## src/rtl/key_debounce_multi.sv

```systemverilog
// Multi-channel push-button conditioner: per-key synchroniser, press/release
// debounce, and one-clock press/release/long/repeat pulses paced by a shared tick.

module key_debounce_lane #(
  parameter int DEB_CYCLES    = 3,
  parameter int LONG_CYCLES   = 8,
  parameter int REPEAT_CYCLES = 4
) (
  input  logic clock,
  input  logic rst_n,
  input  logic tick,
  input  logic key_sync,
  output logic keyout,
  output logic key_press,
  output logic key_release,
  output logic key_long,
  output logic key_repeat
);

  localparam int DEB_W   = $clog2(DEB_CYCLES + 1);
  localparam int HOLD_W  = $clog2(LONG_CYCLES + 1);
  // Keep the repeat counter at least one bit wide even when repeat is disabled.
  localparam int REP_MAX = (REPEAT_CYCLES > 0) ? REPEAT_CYCLES : 1;
  localparam int REP_W   = $clog2(REP_MAX + 1);

  typedef enum logic [1:0] {IDLE, PRESS_CHK, HELD, RELEASE_CHK} state_t;

  state_t            state_q, state_n;
  logic [DEB_W-1:0]  deb_q, deb_n;
  logic [HOLD_W-1:0] hold_q, hold_n;
  logic [REP_W-1:0]  rep_q, rep_n;
  logic              keyout_n, press_n, rel_n, long_n, rpt_n;

  always_ff @(posedge clock or negedge rst_n) begin
    if (!rst_n) begin
      state_q     <= IDLE;
      deb_q       <= '0;
      hold_q      <= '0;
      rep_q       <= '0;
      keyout      <= 1'b0;
      key_press   <= 1'b0;
      key_release <= 1'b0;
      key_long    <= 1'b0;
      key_repeat  <= 1'b0;
    end else begin
      state_q     <= state_n;
      deb_q       <= deb_n;
      hold_q      <= hold_n;
      rep_q       <= rep_n;
      keyout      <= keyout_n;
      key_press   <= press_n;
      key_release <= rel_n;
      key_long    <= long_n;
      key_repeat  <= rpt_n;
    end
  end

  always_comb begin
    state_n = state_q;
    deb_n   = deb_q;
    hold_n  = hold_q;
    rep_n   = rep_q;
    press_n = 1'b0;
    rel_n   = 1'b0;
    long_n  = 1'b0;
    rpt_n   = 1'b0;
    if (tick) begin
      case (state_q)
        IDLE: begin
          if (key_sync) begin
            if (DEB_CYCLES == 1) begin
              state_n = HELD;
              press_n = 1'b1;
              deb_n   = '0;
              hold_n  = '0;
              rep_n   = '0;
            end else begin
              state_n = PRESS_CHK;
              deb_n   = DEB_W'(1);
            end
          end
        end
        PRESS_CHK: begin
          if (!key_sync) begin
            state_n = IDLE;
            deb_n   = '0;
          end else if (deb_q == DEB_W'(DEB_CYCLES - 1)) begin
            state_n = HELD;
            press_n = 1'b1;
            deb_n   = '0;
            hold_n  = '0;
            rep_n   = '0;
          end else begin
            deb_n = deb_q + 1'b1;
          end
        end
        HELD: begin
          // Hold/repeat timing only advances on ticks where the key still reads high.
          if (!key_sync) begin
            if (DEB_CYCLES == 1) begin
              state_n = IDLE;
              rel_n   = 1'b1;
            end else begin
              state_n = RELEASE_CHK;
              deb_n   = DEB_W'(1);
            end
          end else if (hold_q < HOLD_W'(LONG_CYCLES)) begin
            hold_n = hold_q + 1'b1;
            if (hold_n == HOLD_W'(LONG_CYCLES)) begin
              long_n = 1'b1;
              rep_n  = '0;
            end
          end else if (REPEAT_CYCLES > 0) begin
            rep_n = rep_q + 1'b1;
            if (rep_n == REP_W'(REP_MAX)) begin
              rpt_n = 1'b1;
              rep_n = '0;
            end
          end
        end
        RELEASE_CHK: begin
          if (key_sync) begin
            state_n = HELD;
            deb_n   = '0;
          end else if (deb_q == DEB_W'(DEB_CYCLES - 1)) begin
            state_n = IDLE;
            rel_n   = 1'b1;
            deb_n   = '0;
          end else begin
            deb_n = deb_q + 1'b1;
          end
        end
        default: begin
          state_n = IDLE;
          deb_n   = '0;
        end
      endcase
    end
    keyout_n = (state_n == HELD) || (state_n == RELEASE_CHK);
  end

endmodule

module key_debounce_multi #(
  parameter int N             = 4,
  parameter int SYNC_STAGES   = 2,
  parameter int DEB_CYCLES    = 3,
  parameter int LONG_CYCLES   = 8,
  parameter int REPEAT_CYCLES = 4
) (
  input  logic         clock,
  input  logic         rst_n,
  input  logic         tick,
  input  logic [N-1:0] keyin,
  output logic [N-1:0] keyout,
  output logic [N-1:0] key_press,
  output logic [N-1:0] key_release,
  output logic [N-1:0] key_long,
  output logic [N-1:0] key_repeat
);

  // sync_q[0] takes the raw pins; the last stage feeds the lanes.
  logic [SYNC_STAGES-1:0][N-1:0] sync_q;
  logic [N-1:0]                  key_sync;

  always_ff @(posedge clock or negedge rst_n) begin
    if (!rst_n) sync_q <= '0;
    else        sync_q <= {sync_q[SYNC_STAGES-2:0], keyin};
  end

  assign key_sync = sync_q[SYNC_STAGES-1];

  key_debounce_lane #(
    .DEB_CYCLES   (DEB_CYCLES),
    .LONG_CYCLES  (LONG_CYCLES),
    .REPEAT_CYCLES(REPEAT_CYCLES)
  ) u_lane [N-1:0] (
    .clock      (clock),
    .rst_n      (rst_n),
    .tick       (tick),
    .key_sync   (key_sync),
    .keyout     (keyout),
    .key_press  (key_press),
    .key_release(key_release),
    .key_long   (key_long),
    .key_repeat (key_repeat)
  );

endmodule

```

## config.mk

```make
export PLATFORM = sky130hd
export DESIGN_NAME = key_debounce_multi
export DESIGN_NICKNAME = d
export VERILOG_FILES = /design/src/rtl/key_debounce_multi.sv
export SDC_FILE = /design/constraint.sdc
export NUM_CORES = 1
export LEC_CHECK = 0
export CORE_MARGIN = 1.5
export CORE_UTILIZATION = 60
export CTS_BUF_LIST = sky130_fd_sc_hd__clkbuf_4 sky130_fd_sc_hd__clkbuf_8 sky130_fd_sc_hd__clkbuf_16
export DETAILED_ROUTE_END_ITERATION = 10
export PLACE_DENSITY = 0.82
export SLEW_MARGIN = 20
export SYNTH_ARGS = -nofsm -noshare
export SYNTH_HDL_FRONTEND = slang
export SYNTH_SLANG_ARGS = --single-unit
export TNS_END_PERCENT = 100
```

## constraint.sdc

```tcl
create_clock -name clock -period 1.95 [get_ports clock]
set_input_delay 0.39 -clock clock [delete_from_list [all_inputs] [get_ports clock]]
set_output_delay 0.39 -clock clock [all_outputs]
set_load 0.01 [all_outputs]
```

# After elaboration in Yosys (flattened, before gate mapping)
# Cells that the tools add are included.
# W data, S select, Z words.
# word_totals
ramBits	0
mem_count	0
out_inout_bits	20
latchBits	0
in_bits	7
rom_bits	0
ff_bits	72
# op_classes
add_sub_neg	12
shift	0
reduce_logical	24
n_bitwise	0
n_lt_le_gt_ge	4
div_mod_pow	0
n_eq_ne	60
mul	0
mux	172
# ops
op	n
$mux W2	48
$mux W3	24
$mux W1	68
$mux W4	16
$pmux W2 S4	8
$reduce_and A6 Y1	8
$eq A2 B2 Y1 const B	20
$ne A2 B2 Y1 const B	16
$pmux W4 S2	4
$pmux W3 S2	4
$add A4 B1 Y4 const B	4
$eq A4 B4 Y1 const B	4
$lt A4 B4 Y1 const B	4
$ne A2 B1 Y1 const B	8
$add A3 B1 Y3 const B	4
$eq A3 B3 Y1 const B	4
$ne A3 B3 Y1 const B	4
$reduce_and A3 Y1	4
$add A2 B1 Y2 const B	4
$eq A2 B1 Y1 const B	4
$logic_not A2 Y1	4
$reduce_bool A2 Y1	4
$logic_or A1 B1 Y1	4

# Depth between registers and ports, before layout
# depth
word_depth	7
mapped_depth	5

# Cells and area by module
# Synthesis repeated with hierarchy kept, for this count alone.
# unflattened
hier_cells	320
hier_area_um2	3398.3
# modules_own_cells
module	area_per_inst_um2	cells_each	instances	seq_area_each_um2
key_debounce_lane	799.5	78	4	400.4
key_debounce_multi	200.2	8	1	200.2

# Worst setup path after synthesis
# Ideal clock, no wire load.
# synth_timing
kind	flip-flop to flip-flop
start	register u_lane[3].state_q[1]
end	register u_lane[3].rep_q[0]
t_arrival_ns	1.183
synth_period_minus_slack_ns	1.308
path_stages_with_launch	6
path_slack_ns	0.642
cell_sequence	dfrtp_1 > buf_6 > nand4bb_4 > a21oi_4 > nand2_2 > mux2_4
# synth_between
elab_chain_len	3
# synth_lines
element	line	text
start, declared	28	state_t state_q, state_n;
start signal, assigned	46	state_q <= state_n;
$eq A2 B2 Y1 / $eq A2 B1 Y1 (equally long branches)	68	case (state_q)
$ne A3 B3 Y1 (no source line), or another cell as far along	n/a	
$reduce_and A6 Y1 (no source line)	n/a	
end signal, assigned	49	rep_q <= rep_n;
end, declared	31	logic [REP_W-1:0] rep_q, rep_n;
# Several ways; a longest one is shown, not always the timed one.
# A chain may end at the register's enable or synchronous reset.

# Final worst setup path
# layout_timing
start	register u_lane[3].keyout
end	output port keyout[3]
# layout_lines
element	line	text
start, declared	13	output logic keyout,
start signal, assigned	50	keyout <= keyout_n;
end, declared	155	output logic [N-1:0] keyout,
# No word-level cell between the ends.

==> results.md <==
* Status: finished clean
* Top delay family on crit path: buffers and inverters
* I/O pin cnt at 27
* Max FO, Critical Path at 1
* Core box area at 5574 sq um
* Fin Hold WS at 0.04530 ns
* Largest cells by area after synthesis: dfrtp_1 (51%), buf_4 (4.9%), ha_1 (4.6%), o21ai_0 (3.3%), nand2_1 (3.0%)
* DRC Markers at 0
* Routed Wire Length at 5460 um
* Drt pass-1 iters at 4
* CTS sink count at 72
* Setup TNS at 0 ns
* Count of routing violations after the opening detailed-route iteration at 130
* Hold-fix buffers, CTS at 0
* Total grt overflow at 0
* Most common cell in the netlist: dfrtp_1
* Top routing layer used: met4
* FILL cells at 404
* Final net count at 356
* FF-to-FF End: u_lane[2].hold_q[0]
* Clk_lat worst skew at 0.34 ns
* Final HPWL DP at 3628 um
* # setup viols final at 0
* Starting density of the core at 0.6323
* Share of layout cells above drive strength 1 at 0.1378
* Crit path max-delay cell type: clkdlybuf4s50_1
* Site Rows at 27
* Top cell type by total area after synthesis: dfrtp_1
* Vias in the first global route at 2,254
* Metal3 WL at 160 um
* Yosys cell types at 56
* Crit-path cells: clkdlybuf4s50_1
* Final hold vios at 0
* Crit Path Class: flip-flop to output port
* Crit path capture type: output port
* Post-CTS Setup Inserts at 0
* Power Density at 1078 nW/um^2
* Synth Flop Type: dfrtp_1
* Synthesized area at 3525 sq um
* Chip width at 79.65 um
* CTS H-tree lvls at 3
* Critical path arrival at 1.22 ns
* Largest net degree at the start of global routing at 73
* Height of the die at 79.65 um
* Via count at 2,326
* Multi-input gate area at 1446 sq um
* Drt wl/cell at 13.22 um
* Clock root cell: clkbuf_8
* Wl on met1 at 2579 um
* PortBufs at 26
* MaxCap Viol Count at 0
* Worst EP required at 1.56 ns
* Diodes inserted at 0
* YS warnings at 0
* Worst stage delay on the critical path at 0.53 ns
* FFs w/ async S/R, synth at 1.000
* Achievable Freq at 621.6 MHz
* Worst reg2reg path depth at 4
* Max-slew headroom at 0.7599
* DRT antenna net count at 0
* Final worst path period need at 1.609 ns
* Die area at 6343 sq um
* Syn Area/Cell at 10.81 sq um
* Setup slack, reg-to-reg at 0.48 ns
* FF+latch area at 1802 sq um
* Clock Pin Slew Worst Setup and Hold Paths at 0.08 ns
* Gate Count Post-Synth at 326
* Maximum VDD drop at 0.6826 mV
* Final worst setup slack at 0.3411 ns
* Post-synth top cells: dfrtp_1 (72), nand2_1 (28), buf_4 (23), o21ai_0 (23), nor2_1 (22)
* Register area share after synthesis at 0.5112
* Syn Nets at 346
* Startpoint Class: flip-flop
* Final Skew at 0.01140 ns
* RSZ-0062 raised after global routing: no
* EDFF count, synth at 0
* Placed Area at 3694 sq um
* GP Congestion at 0.8483
* CTS tree: done
* Buf+Inv Stages, Crit Path at 1
* Pleak at 1.747 nW
* CTS resizes at 0
* Initial antenna violation count at 0
* Synth top area share at 0.5112
* Met2 WL post-DR at 2600 um
* Finished Cell Area at 3900 sq um
* First-pass GRT wire length at 9763 um
* #FFs+latches synth at 72
* Maximum root-to-sink buffer count at 2
* Period utilization at 0.8251
* Area grow syn2layout at 10.65%
* Reg-to-reg startpoint: u_lane[2].state_q[1]
* Fin. max-slew vios at 0
* Place WS at 0.05685 ns
* Total GRT Usage at 0.1988
* Core Util, Final at 0.6997
* Min-delay worst type: input pin to asynchronous set/reset pin
* Via-to-Cell Ratio at 5.632
* TritonCTS Buffers at 9
* Tightest Pin Transition at 0.3602 ns
## power by group
group          internal [mW]  leakage [nW]  switching (mW)
combinational          0.462         0.693           0.399
clock                  0.686         0.110           0.517
sequential              1.77         0.943           0.372
total                   2.92          1.75            1.29
## cells in the final DEF (no fill, tap or decap), types with 2 or more instances in the layout
cell	synthesis	final
dfrtp_1	72	72
nand2_1	28	28
clkdlybuf4s50_1	0	25
o21ai_0	23	23
nor2_1	22	22
nand3_1	14	14
ha_1	13	13
inv_1	12	12
clkbuf_8	0	11
a21oi_1	9	9
a22o_1	7	7
a31oi_1	7	7
xor2_1	6	6
mux2_2	6	6
nand2b_1	6	6
nor2b_1	5	5
and3_1	5	5
nor3_1	5	5
nand4_1	5	5
nor3b_1	4	4
a21o_1	4	4
or2_2	3	3
and2_1	2	2
nand2b_4	2	2
mux2_4	2	2
nand4bb_1	2	2
a21oi_2	2	2
o2bb2ai_1	2	2
o21a_1	2	2
clkbuf_4	0	2
clkinv_2	0	2
buf_4	23	2
buf_12	0	2
## cells by family (layout without fill, tap and decap cells)
| family | after synthesis | count (layout) | share of synthesized area |
|---|---|---|---|
| buf+inv | 43 | 58 | 0.07845 |
| fa+ha+maj | 13 | 13 | 0.04615 |
| mux | 9 | 9 | 0.03053 |
| simple gates | 114 | 114 | 0.1850 |
| flops | 72 | 72 | 0.5112 |
| compound gates | 69 | 69 | 0.1338 |
| xor+xnor | 6 | 6 | 0.01491 |
## metal layers
layer,GRT usage,vias to the layer above
li1,-,1147
met1,0.2538,1132
met2,0.3169,36
met3,0.04457,11
met4,0.1018,0
met5,0,-
## how the worst max path moves through the flow
stage / cells past startpoint / slack, ns / from / end
floorplan: 5 / 0.64 / u_lane[3].state_q[1] / u_lane[3].rep_q[0]
global route: 6 / 0.27 / tick / u_lane[3].rep_q[1]
global placement: 6 / 0.08 / tick / u_lane[3].rep_q[0]
finish: 1 / 0.34 / u_lane[3].keyout / keyout[3]
CTS: 1 / 0.32 / u_lane[3].key_press / key_press[3]
detailed placement: 6 / 0.06 / tick / u_lane[3].rep_q[0]
## through the flow
stage | cells | total power [mW]
after global routing | 413 | 4.473
after detailed placement | 397 | 3.020
after CTS | 413 | 4.236
after global placement | 397 | 2.968
after floorplan | 326 | 2.844
final | 413 | 4.206
## flip-flops by register name, summed over array words and instances, names as in the netlist
name / count
u_lane.state_q: 8
u_lane.deb_q: 8
u_lane.key_repeat: 4
u_lane.key_release: 4
u_lane.key_long: 4
key_sync: 4
u_lane.key_press: 4
u_lane.hold_q: 16
u_lane.keyout: 4
u_lane.rep_q: 12
sync_q: 4
## final cells by class
cell class | count | area share
Clock buffer | 13 | 0.04267
Clock inverter | 3 | 0.01027
Inverter | 12 | 0.01155
Multi-Input combinational cell | 211 | 0.3709
Sequential cell | 72 | 0.4620
Tap cell | 72 | 0.02310
Timing Repair Buffer | 30 | 0.07956
(Power assumes the default switching activity.)
